`src/rtl/fma_norm_shift.sv`:
```
// fma_norm_shift: post-addition normalization shifter for the multi-precision
// FMA datapath. Counts leading zeros in each lane of the packed 106-bit sum
// and left-justifies each lane so its MSB is 1. The shift counts are returned
// for exponent adjustment.
//
// Lane packing (input and output):
//   mode 00/11 : one lane  [105:0]                               (width 106)
//   mode 01    : four lanes [21:0] [49:28] [77:56] [105:84]      (width 22)
//   mode 10    : two lanes  [47:0] [105:58]                      (width 48)
// Gap bits are ignored on input and forced to 0 on output. An all-zero lane
// reports lzc = lane width and sets its zero flag. Unused lanes report 0.
//
// Ports:
//   clk, rst            clock, asynchronous active-high reset
//   in_valid/in_ready   input handshake; in_sum (106), in_mode (2)
//   out_valid/out_ready output handshake
//   out_norm (106)      normalized lanes, same packing as in_sum
//   out_lzc0..3 (8)     per-lane shift count, lane 0 least significant
//   out_zero (4)        per-lane all-zero flag
//   out_mode (2)        in_mode carried with the beat
//
// Build option: FMA_NORM_PIPE2_EN
//   defined   : LZC in stage S1, shift in stage S2; 2-cycle latency, 2 beats
//   undefined : LZC and shift combinational into one output register;
//               1-cycle latency, 1 beat

module fma_norm_shift (
  input  logic         clk,
  input  logic         rst,
  input  logic         in_valid,
  output logic         in_ready,
  input  logic [105:0] in_sum,
  input  logic [1:0]   in_mode,
  output logic         out_valid,
  input  logic         out_ready,
  output logic [105:0] out_norm,
  output logic [7:0]   out_lzc0,
  output logic [7:0]   out_lzc1,
  output logic [7:0]   out_lzc2,
  output logic [7:0]   out_lzc3,
  output logic [3:0]   out_zero,
  output logic [1:0]   out_mode
);

  // Leading-zero count of a lane held in the low w bits of v.
  // Returns w when the lane is all zero.
  function automatic logic [7:0] lane_lzc(input logic [105:0] v, input int w);
    logic [7:0] n;
    logic       hit;
    n   = 8'(w);
    hit = 1'b0;
    for (int i = 105; i >= 0; i--) begin
      if (i < w && !hit && v[i]) begin
        n   = 8'(w - 1 - i);
        hit = 1'b1;
      end
    end
    return n;
  endfunction

  // Shift each lane left by its own count inside the lane width; gaps stay 0.
  // A count equal to the lane width (zero lane) shifts everything out.
  function automatic logic [105:0] shift_lanes(input logic [105:0] s,
                                               input logic [1:0]   m,
                                               input logic [7:0]   l0,
                                               input logic [7:0]   l1,
                                               input logic [7:0]   l2,
                                               input logic [7:0]   l3);
    logic [105:0] r;
    logic [21:0]  q;
    logic [47:0]  h;
    r = '0;
    q = '0;
    h = '0;
    case (m)
      2'b01: begin
        q = s[21:0]   << l0;  r[21:0]   = q;
        q = s[49:28]  << l1;  r[49:28]  = q;
        q = s[77:56]  << l2;  r[77:56]  = q;
        q = s[105:84] << l3;  r[105:84] = q;
      end
      2'b10: begin
        h = s[47:0]   << l0;  r[47:0]   = h;
        h = s[105:58] << l1;  r[105:58] = h;
      end
      default: r = s << l0;
    endcase
    return r;
  endfunction

  // Per-lane leading-zero count and zero flags of the incoming beat
  logic [7:0] lzc_c [4];
  logic [3:0] zero_c;

  always_comb begin
    for (int k = 0; k < 4; k++) lzc_c[k] = 8'd0;
    zero_c = 4'd0;
    case (in_mode)
      2'b01: begin
        for (int k = 0; k < 4; k++) begin
          lzc_c[k]  = lane_lzc({84'd0, in_sum[28*k +: 22]}, 22);
          zero_c[k] = (in_sum[28*k +: 22] == 22'd0);
        end
      end
      2'b10: begin
        for (int k = 0; k < 2; k++) begin
          lzc_c[k]  = lane_lzc({58'd0, in_sum[58*k +: 48]}, 48);
          zero_c[k] = (in_sum[58*k +: 48] == 48'd0);
        end
      end
      default: begin
        lzc_c[0]  = lane_lzc(in_sum, 106);
        zero_c[0] = (in_sum == 106'd0);
      end
    endcase
  end

  logic s2_valid;
  assign out_valid = s2_valid;

`ifdef FMA_NORM_PIPE2_EN
  logic         s1_valid;
  logic [105:0] s1_sum;
  logic [1:0]   s1_mode;
  logic [7:0]   s1_lzc [4];
  logic [3:0]   s1_zero;
  logic         s2_load;

  // S2 can take a new beat when empty or when its beat leaves this cycle
  assign s2_load  = !s2_valid || out_ready;
  assign in_ready = !s1_valid || s2_load;

  always_ff @(posedge clk or posedge rst) begin
    if (rst) begin
      s1_valid <= 1'b0;
      s1_sum   <= '0;
      s1_mode  <= '0;
      for (int k = 0; k < 4; k++) s1_lzc[k] <= 8'd0;
      s1_zero  <= '0;
      s2_valid <= 1'b0;
      out_norm <= '0;
      out_lzc0 <= '0;
      out_lzc1 <= '0;
      out_lzc2 <= '0;
      out_lzc3 <= '0;
      out_zero <= '0;
      out_mode <= '0;
    end else begin
      if (in_ready) s1_valid <= in_valid;
      if (in_valid && in_ready) begin
        s1_sum  <= in_sum;
        s1_mode <= in_mode;
        for (int k = 0; k < 4; k++) s1_lzc[k] <= lzc_c[k];
        s1_zero <= zero_c;
      end
      if (s2_load) s2_valid <= s1_valid;
      // Output data only changes when a real beat moves in, so it holds under stall
      if (s2_load && s1_valid) begin
        out_norm <= shift_lanes(s1_sum, s1_mode, s1_lzc[0], s1_lzc[1], s1_lzc[2], s1_lzc[3]);
        out_lzc0 <= s1_lzc[0];
        out_lzc1 <= s1_lzc[1];
        out_lzc2 <= s1_lzc[2];
        out_lzc3 <= s1_lzc[3];
        out_zero <= s1_zero;
        out_mode <= s1_mode;
      end
    end
  end
`else
  assign in_ready = !s2_valid || out_ready;

  always_ff @(posedge clk or posedge rst) begin
    if (rst) begin
      s2_valid <= 1'b0;
      out_norm <= '0;
      out_lzc0 <= '0;
      out_lzc1 <= '0;
      out_lzc2 <= '0;
      out_lzc3 <= '0;
      out_zero <= '0;
      out_mode <= '0;
    end else begin
      if (in_ready) s2_valid <= in_valid;
      if (in_valid && in_ready) begin
        out_norm <= shift_lanes(in_sum, in_mode, lzc_c[0], lzc_c[1], lzc_c[2], lzc_c[3]);
        out_lzc0 <= lzc_c[0];
        out_lzc1 <= lzc_c[1];
        out_lzc2 <= lzc_c[2];
        out_lzc3 <= lzc_c[3];
        out_zero <= zero_c;
        out_mode <= in_mode;
      end
    end
  end
`endif

endmodule
```
`config.mk`:
```
export PLATFORM = sky130hd
export DESIGN_NAME = fma_norm_shift
export DESIGN_NICKNAME = d
export VERILOG_FILES = /design/src/rtl/fma_norm_shift.sv
export SDC_FILE = /design/constraint.sdc
export NUM_CORES = 1
export LEC_CHECK = 0
export ABC_AREA = 1
export BUFFER_PORTS_ARGS = -buffer_cell sky130_fd_sc_hd__buf_2
export CAP_MARGIN = 20
export CELL_PAD_IN_SITES_DETAIL_PLACEMENT = 2
export CELL_PAD_IN_SITES_GLOBAL_PLACEMENT = 2
export CORE_MARGIN = 2
export CORE_UTILIZATION = 27
export DETAILED_ROUTE_END_ITERATION = 12
export GPL_TIMING_DRIVEN = 1
export PLACE_DENSITY_LB_ADDON = 0.1
export SLEW_MARGIN = 20
export SYNTH_ARGS = -nofsm -noshare
export SYNTH_HDL_FRONTEND = slang
export SYNTH_SLANG_ARGS = --single-unit
```
`constraint.sdc`:
```
create_clock -name clk -period 3.8 [get_ports clk]
set_clock_uncertainty 0.15 [all_clocks]
set_input_delay 0 -clock clk [delete_from_list [all_inputs] [get_ports clk]]
set_output_delay 0 -clock clk [all_outputs]
set_load 0.005 [all_outputs]
```
==> flow_summary.html, run 1 <==
<table>
<tr><th>Metric</th><th>Value</th></tr>
<tr><th colspan="2">Outcome</th></tr>
<tr><td>Run status</td><td>stopped before the end</td></tr>
<tr><td>Last flow stage reached</td><td>5_1_grt</td></tr>
<tr><td>Tool error message</td><td>[ERROR GRT-0232] Routing congestion too high. Check the congestion heatmap in the GUI.</td></tr>
<tr><th colspan="2">Synth</th></tr>
<tr><td>Cell area after synthesis</td><td>0.0226 mm²</td></tr>
<tr><td>Async set or reset register ratio after synthesis</td><td>1.00</td></tr>
<tr><td>Avg Inst Size Synth</td><td>5.24 µm²</td></tr>
<tr><td>Synthesized netlist cell count</td><td>4317</td></tr>
<tr><td>Most used DFF post-synth</td><td>sky130_fd_sc_hd__dfrtp_1</td></tr>
<tr><td>Number of flip-flops and latches in the synthesized netlist</td><td>136</td></tr>
<tr><td>Yosys cell types</td><td>58</td></tr>
<tr><td>Proportion of synthesized chip area in sequential cells</td><td>0.150</td></tr>
<tr><td>Number of enable flip-flop cells after synthesis</td><td>0</td></tr>
<tr><td>Yosys warning count</td><td>0</td></tr>
<tr><th colspan="2">GRT</th></tr>
<tr><td>Largest net degree at the start of global routing</td><td>82</td></tr>
<tr><td>Total overflow reported by the global router</td><td>136</td></tr>
<tr><td>Initial antenna violation count</td><td>23</td></tr>
<tr><td>Overall Global Routing Usage</td><td>0.687</td></tr>
<tr><th colspan="2">Clock network</th></tr>
<tr><td>Clock sinks</td><td>136</td></tr>
<tr><td>Deepest level of the CTS H-tree</td><td>4</td></tr>
<tr><td>Number of buffers on the longest clock path</td><td>2</td></tr>
<tr><td>Clock buffers created by TritonCTS</td><td>17</td></tr>
<tr><td>Cell at the root of the clock tree</td><td>sky130_fd_sc_hd__clkbuf_16</td></tr>
<tr><th colspan="2">Floorplan</th></tr>
<tr><td>Die W</td><td>293 µm</td></tr>
<tr><td>Initial standard-cell utilization of the core</td><td>0.272</td></tr>
<tr><td>I/O pins</td><td>258</td></tr>
<tr><td>Cell Rows</td><td>106</td></tr>
<tr><td>Die height</td><td>293 µm</td></tr>
<tr><th colspan="2">Placement</th></tr>
<tr><td>Quantity of I/O buffers inserted on ports</td><td>248</td></tr>
<tr><td>Weighted congestion at the end of routability-driven global placement</td><td>1.03</td></tr>
<tr><td>Post-DP HPWL</td><td>160000 µm</td></tr>
<tr><th colspan="2">STA</th></tr>
<tr><td>Worst EP kind</td><td>sequential cell input</td></tr>
<tr><td>Worst endpoint from the post-global-route timing repair</td><td>out_norm[80]$_DFFE_PP0P_/D</td></tr>
</table>
synthesized netlist by cell type (all sizes together), types with 21 or more instances:
library cell / n / area [µm²]
a21oi: 106 / 531
a22oi: 25 / 188
a31oi: 26 / 163
buf: 128 / 633
clkbuf: 166 / 623
dfrtp: 136 / 3400
inv: 348 / 1310
nand2: 1310 / 4930
nand3: 912 / 4560
nand4: 68 / 425
nor2: 339 / 1360
nor3: 72 / 360
nor4: 21 / 131
o211ai: 73 / 548
o21ai: 428 / 2150
o221ai: 24 / 210
layer usage:
layer | track usage | overflow
met3 | 0.431 | 2
met1 | 0.689 | 0
met4 | 0.729 | 59
met2 | 0.917 | 75
met5 | 0.114 | 0
per-stage QoR:
step / cell area, µm² / cells / setup WS [ns] / util / setup TNS, ns
CTS: 37100 / 6559 / -1.35 / 0.445 / -123.08
detailed placement: 33300 / 6478 / -2.24 / 0.400 / -214.41
global placement: 33300 / 6478 / -2.11 / 0.400 / -194.70
floorplan: 23000 / 4325 / -0.523 / - / -45.95
kinds of logic after synthesis:
family / share of synthesized area
mux: 0.00664
compound gates: 0.204
fa+ha+maj: 0.00111
flops: 0.150
other cells: 0.000166
buf+inv: 0.115
simple gates: 0.523
timing repair:
item                                    4_1_cts
hold buffers                                 10
endpoints found under the setup margin      111
pin swaps                                    93
gates cloned                                 13
setup buffers                                27
resized for setup                           594
endpoints found under the hold margin        89
==> inputs of run 2 (changes only) <==
- CELL_PAD_IN_SITES_DETAIL_PLACEMENT: 2 -> unset
- CELL_PAD_IN_SITES_GLOBAL_PLACEMENT: 2 -> unset
- CORE_UTILIZATION: 27 -> 31
- PLACE_DENSITY_LB_ADDON: 0.1 -> 0.15
- clock period: 3.8 -> 4.9 ns (I/O delays scaled with it)
==> run 2 against run 1 <==
The flow now finishes, with violations (setup timing). Area after synthesis did not move. Synthesized cell count did not move.
==> flow_summary.html, run 2 <==
<table>
<tr><th>Metric</th><th>Value</th></tr>
<tr><th colspan="2">Floorplan</th></tr>
<tr><td>Core outline area</td><td>0.0726 mm²</td></tr>
<tr><td>Initial standard-cell utilization of the core</td><td>0.312 (+0.0400)</td></tr>
<tr><td>Die ar.</td><td>0.0751 mm²</td></tr>
<tr><td>Cell Rows</td><td>99 (-6.6%)</td></tr>
<tr><td>Die height</td><td>274 µm (-6.6%)</td></tr>
<tr><td>I/O pins</td><td>258 (unchanged)</td></tr>
<tr><td>Die W</td><td>274 µm (-6.6%)</td></tr>
<tr><th colspan="2">Synth</th></tr>
<tr><td>Yosys warning count</td><td>0 (unchanged)</td></tr>
<tr><td>Adder-cell area share of the yosys netlist</td><td>0.00111 (unchanged)</td></tr>
<tr><td>Number of enable flip-flop cells after synthesis</td><td>0 (unchanged)</td></tr>
<tr><td>Most numerous cell in the Yosys netlist</td><td>sky130_fd_sc_hd__nand2_1</td></tr>
<tr><td>Number of flip-flops and latches in the synthesized netlist</td><td>136 (unchanged)</td></tr>
<tr><td>Post-synthesis compound-gate area fraction</td><td>0.204 (unchanged)</td></tr>
<tr><td>Proportion of synthesized chip area in sequential cells</td><td>0.150 (unchanged)</td></tr>
<tr><td>Top area cells in the synthesized netlist</td><td>sky130_fd_sc_hd__nand2_1, sky130_fd_sc_hd__nand3_1, sky130_fd_sc_hd__dfrtp_1</td></tr>
<tr><td>Xor/xnor cell area share of the yosys netlist</td><td>0 (unchanged)</td></tr>
<tr><td>Dominant combinational cell family by area after synthesis</td><td>simple AND/OR/NAND/NOR gates</td></tr>
<tr><td>Top post-synthesis cells by count</td><td>sky130_fd_sc_hd__nand2_1, sky130_fd_sc_hd__nand3_1, sky130_fd_sc_hd__o21ai_0</td></tr>
<tr><td>Share of Yosys cell area claimed by the top area cell type</td><td>0.217 (unchanged)</td></tr>
<tr><td>Synthesized-area fraction occupied by and/or/nand/nor cells</td><td>0.523 (unchanged)</td></tr>
<tr><td>Cell area after synthesis</td><td>0.0226 mm² (unchanged)</td></tr>
<tr><td>Mux share of post-synthesis cell area</td><td>0.00664 (unchanged)</td></tr>
<tr><td>Largest area contributor in the synthesized netlist</td><td>sky130_fd_sc_hd__nand2_1</td></tr>
<tr><td>Async set or reset register ratio after synthesis</td><td>1.00 (unchanged)</td></tr>
<tr><td>Avg Inst Size Synth</td><td>5.24 µm² (unchanged)</td></tr>
<tr><td>Most used DFF post-synth</td><td>sky130_fd_sc_hd__dfrtp_1</td></tr>
<tr><td>Yosys cell types</td><td>58 (unchanged)</td></tr>
<tr><td>Synthesized netlist cell count</td><td>4317 (unchanged)</td></tr>
<tr><th colspan="2">Setup path</th></tr>
<tr><td>Slowest cell on the critical path</td><td>sky130_fd_sc_hd__nor2_1</td></tr>
<tr><td>Worst Path Max Fanout</td><td>8</td></tr>
<tr><td>Crit path kind</td><td>primary input to register</td></tr>
<tr><td>Largest stage delay on the critical path</td><td>0.39 ns</td></tr>
<tr><td>Reg2reg path depth</td><td>8</td></tr>
<tr><td>Most numerous cell on the critical path</td><td>sky130_fd_sc_hd__nand2_1</td></tr>
<tr><td>Data required, critical path</td><td>5.08 ns</td></tr>
<tr><td>Worst EP arrival</td><td>5.38 ns</td></tr>
<tr><td>Crit path launch type</td><td>primary input</td></tr>
<tr><td>Critical path capture point type</td><td>register</td></tr>
<tr><td>Worst reg-to-reg setup slack</td><td>2.07 ns</td></tr>
<tr><td>Reg2reg start</td><td>out_valid</td></tr>
<tr><td>Critical R2R Capture</td><td>out_norm[15]</td></tr>
<tr><th colspan="2">Detailed routing</th></tr>
<tr><td>Initial detailed-routing violation count</td><td>3960</td></tr>
<tr><td>Drc violations</td><td>0</td></tr>
<tr><td>Final ANT Viol Nets</td><td>0</td></tr>
<tr><td>Routed wire per std cell</td><td>26.3 µm</td></tr>
<tr><td>Total wirelength of the detailed-routed design</td><td>164000 µm</td></tr>
<tr><td>Number of vias per cell after detailed routing</td><td>5.76</td></tr>
<tr><td>Vias</td><td>36000</td></tr>
<tr><td>First-pass detailed-route iteration total</td><td>8</td></tr>
<tr><th colspan="2">Clock network</th></tr>
<tr><td>Clock transition time at the flip-flop clock pins of the worst setup and hold paths</td><td>0.08 ns</td></tr>
<tr><td>Clock buffers created by TritonCTS</td><td>17 (unchanged)</td></tr>
<tr><td>Clock sinks</td><td>136 (unchanged)</td></tr>
<tr><td>Number of buffers on the longest clock path</td><td>2 (unchanged)</td></tr>
<tr><td>Clock latency on the worst-skew pair</td><td>0.45 ns</td></tr>
<tr><td>Deepest level of the CTS H-tree</td><td>4 (unchanged)</td></tr>
<tr><td>Cell at the root of the clock tree</td><td>sky130_fd_sc_hd__clkbuf_16</td></tr>
<tr><td>Clock tree from TritonCTS</td><td>built</td></tr>
<tr><th colspan="2">Power</th></tr>
<tr><td>Leakage power summed over all cells</td><td>17.9 nW</td></tr>
<tr><td>Switching power as a share of total power</td><td>0.505</td></tr>
<tr><td>Cell area power density</td><td>233 mW/mm²</td></tr>
<tr><td>Clock group share of total power</td><td>0.172</td></tr>
<tr><td>Worst IR drop on VDD</td><td>0.221 mV</td></tr>
<tr><td>Switching power total</td><td>4.18 mW</td></tr>
<tr><td>Cell internal pwr</td><td>4.10 mW</td></tr>
<tr><td>Reg power frac</td><td>0.190</td></tr>
<tr><td>Share of total power in combinational logic</td><td>0.638</td></tr>
<tr><th colspan="2">GRT</th></tr>
<tr><td>First-pass GRT wire length</td><td>233000 µm</td></tr>
<tr><td>Via count of the first global-routing pass</td><td>34600</td></tr>
<tr><td>Overall Global Routing Usage</td><td>0.426</td></tr>
<tr><td>Largest net degree at the start of global routing</td><td>131</td></tr>
<tr><td>Total overflow reported by the global router</td><td>0</td></tr>
<tr><td>Initial antenna violation count</td><td>7</td></tr>
<tr><th colspan="2">Min path</th></tr>
<tr><td>Hold worst-path end</td><td>out_zero[2]</td></tr>
<tr><td>Path category of the worst min-delay check</td><td>primary input to register</td></tr>
<tr><td>Origin of the worst min-delay path</td><td>in_sum[71]</td></tr>
<tr><td>Hold depth</td><td>6</td></tr>
<tr><th colspan="2">STA</th></tr>
<tr><td>Min cycle time layout</td><td>5.20 ns</td></tr>
<tr><td>Maximum clock rate</td><td>0.192 GHz</td></tr>
<tr><td>Tcrit/Tclk final</td><td>1.06</td></tr>
<tr><td>Final max-slew violation count</td><td>0</td></tr>
<tr><td>Number of hold violations in the final report</td><td>0</td></tr>
<tr><td>Final-report setup violation count</td><td>96</td></tr>
<tr><td>Slew @ Worst Pin</td><td>1.18 ns</td></tr>
<tr><td>Final worst slack</td><td>-0.299 ns</td></tr>
<tr><td>Minimum hold slack</td><td>0.0286 ns</td></tr>
<tr><td>Setup repair after global routing missed its margin</td><td>yes</td></tr>
<tr><td>Max-Slew Margin vs Limit</td><td>0.209</td></tr>
<tr><th colspan="2">Placement</th></tr>
<tr><td>Quantity of I/O buffers inserted on ports</td><td>248 (unchanged)</td></tr>
<tr><td>Setup WS pre-CTS</td><td>-0.922 ns (+1.31 ns)</td></tr>
<tr><td>Post-DP HPWL</td><td>135000 µm (-16%)</td></tr>
<tr><td>Weighted congestion at the end of routability-driven global placement</td><td>1.04 (+1.7%)</td></tr>
<tr><th colspan="2">Job</th></tr>
<tr><td>Count of maximum capacitance violations</td><td>0</td></tr>
<tr><th colspan="2">Layout</th></tr>
<tr><td>Fraction of layout instances using a drive strength above 1</td><td>0.347</td></tr>
<tr><td>Commonest cells after routing, fill and taps aside</td><td>sky130_fd_sc_hd__nand2_1, sky130_fd_sc_hd__buf_4, sky130_fd_sc_hd__nand3_1</td></tr>
<tr><td>Registers with the highest flip-flop counts</td><td>out_norm x106, out_lzc0 x7, out_lzc1 x6</td></tr>
<tr><td>Area growth from synthesis to final layout</td><td>57.0%</td></tr>
<tr><td>Biggest register</td><td>out_norm</td></tr>
<tr><td>Max reg flops</td><td>106</td></tr>
<tr><td>Post-layout net count</td><td>5389</td></tr>
<tr><td>Most common cell after layout, fill and taps aside</td><td>sky130_fd_sc_hd__nand2_1</td></tr>
<tr><th colspan="2">Outcome</th></tr>
<tr><td>Failing checks</td><td>setup timing</td></tr>
<tr><td>Run status</td><td>complete, but fails checks</td></tr>
</table>
==> run 2: worst max-delay path: cells and delay by family <==
kind | cells | cell delay [ns]
compound gates | 1 | 0.28
buf+inv | 13 | 1.43
simple gates | 30 | 3.62
==> run 2: repair_timing <==
item	CTS	global route
endpoints found under the setup margin	104	106
cloned	9	4
buffers inserted	20	22
gates resized for setup	143	544
endpoints found under the hold margin	77	0
hold buffers	6	0
pin swaps	21	84
==> run 2: kinds of logic after synthesis <==
kind of cell,count (synthesis)
AO/OA/AOI/OAI,781
flip-flops,136
AND/OR/NAND/NOR,2731
multiplexers,15
buffers and inverters,651
other,1
adder cells (fa/ha/maj),2
==> run 2: worst max-delay path by stage <==
| stage | start | end | slack, ns |
|---|---|---|---|
| after global routing | in_sum[91] | out_norm[73] | -0.57 |
| after CTS | in_sum[103] | out_norm[96] | -0.03 |
| after detailed placement | in_sum[103] | out_norm[75] | -0.92 |
| final | in_sum[91] | out_norm[88] | -0.30 |
| after floorplan | in_sum[74] | out_norm[92] | 0.54 |
| after global placement | in_sum[103] | out_norm[75] | -0.92 |
==> run 2: power by group through the flow <==
| stage | clock, mW | combinational [mW] | sequential (mW) |
|---|---|---|---|
| 2_1_floorplan | 0 | 2.06 | 1.50 |
| 3_3_place_gp | 0 | 4.51 | 1.59 |
| 3_5_place_dp | 0 | 4.50 | 1.59 |
| 4_1_cts | 1.42 | 4.69 | 1.57 |
| 5_1_grt | 1.47 | 5.60 | 1.58 |
| 6_report | 1.42 | 5.28 | 1.58 |
==> run 2: per-stage QoR <==
step           std cells  power, mW  instance area (µm²)  TNS, ns  utilization
2_1_floorplan       4325       3.56                22600        0            -
6_report            6248       8.28                35500   -12.36        0.489
5_1_grt             6247       8.65                35500   -44.92        0.489
3_3_place_gp        6157       6.10                31300   -67.58        0.431
3_5_place_dp        6157       6.09                31300   -69.08        0.431
4_1_cts             6222       7.68                33000  -0.0559        0.455
==> run 2: final cells by class <==
type                       count  area, µm²
clock buffer                  17        425
inverter                     357       1360
fill                        8037      37100
clock inverter                15        206
sequential                   136       3400
timing repair buffer        1223       9560
tap                          959       1200
multi-input combinational   3540      19400
antenna                        1       2.50
==> run 2: metal layers <==
layer  part of all wire  vias to the layer above  wire [µm]  track usage
met1               0.38                    17200      62600        0.492
met2               0.45                     1597      74200        0.699
met4              0.099                       10      16300        0.339
met5            0.00049                        -         80            0
li1                   -                    16600          -            -
met3              0.067                      526      11000       0.0679
(Power assumes the default switching activity.)
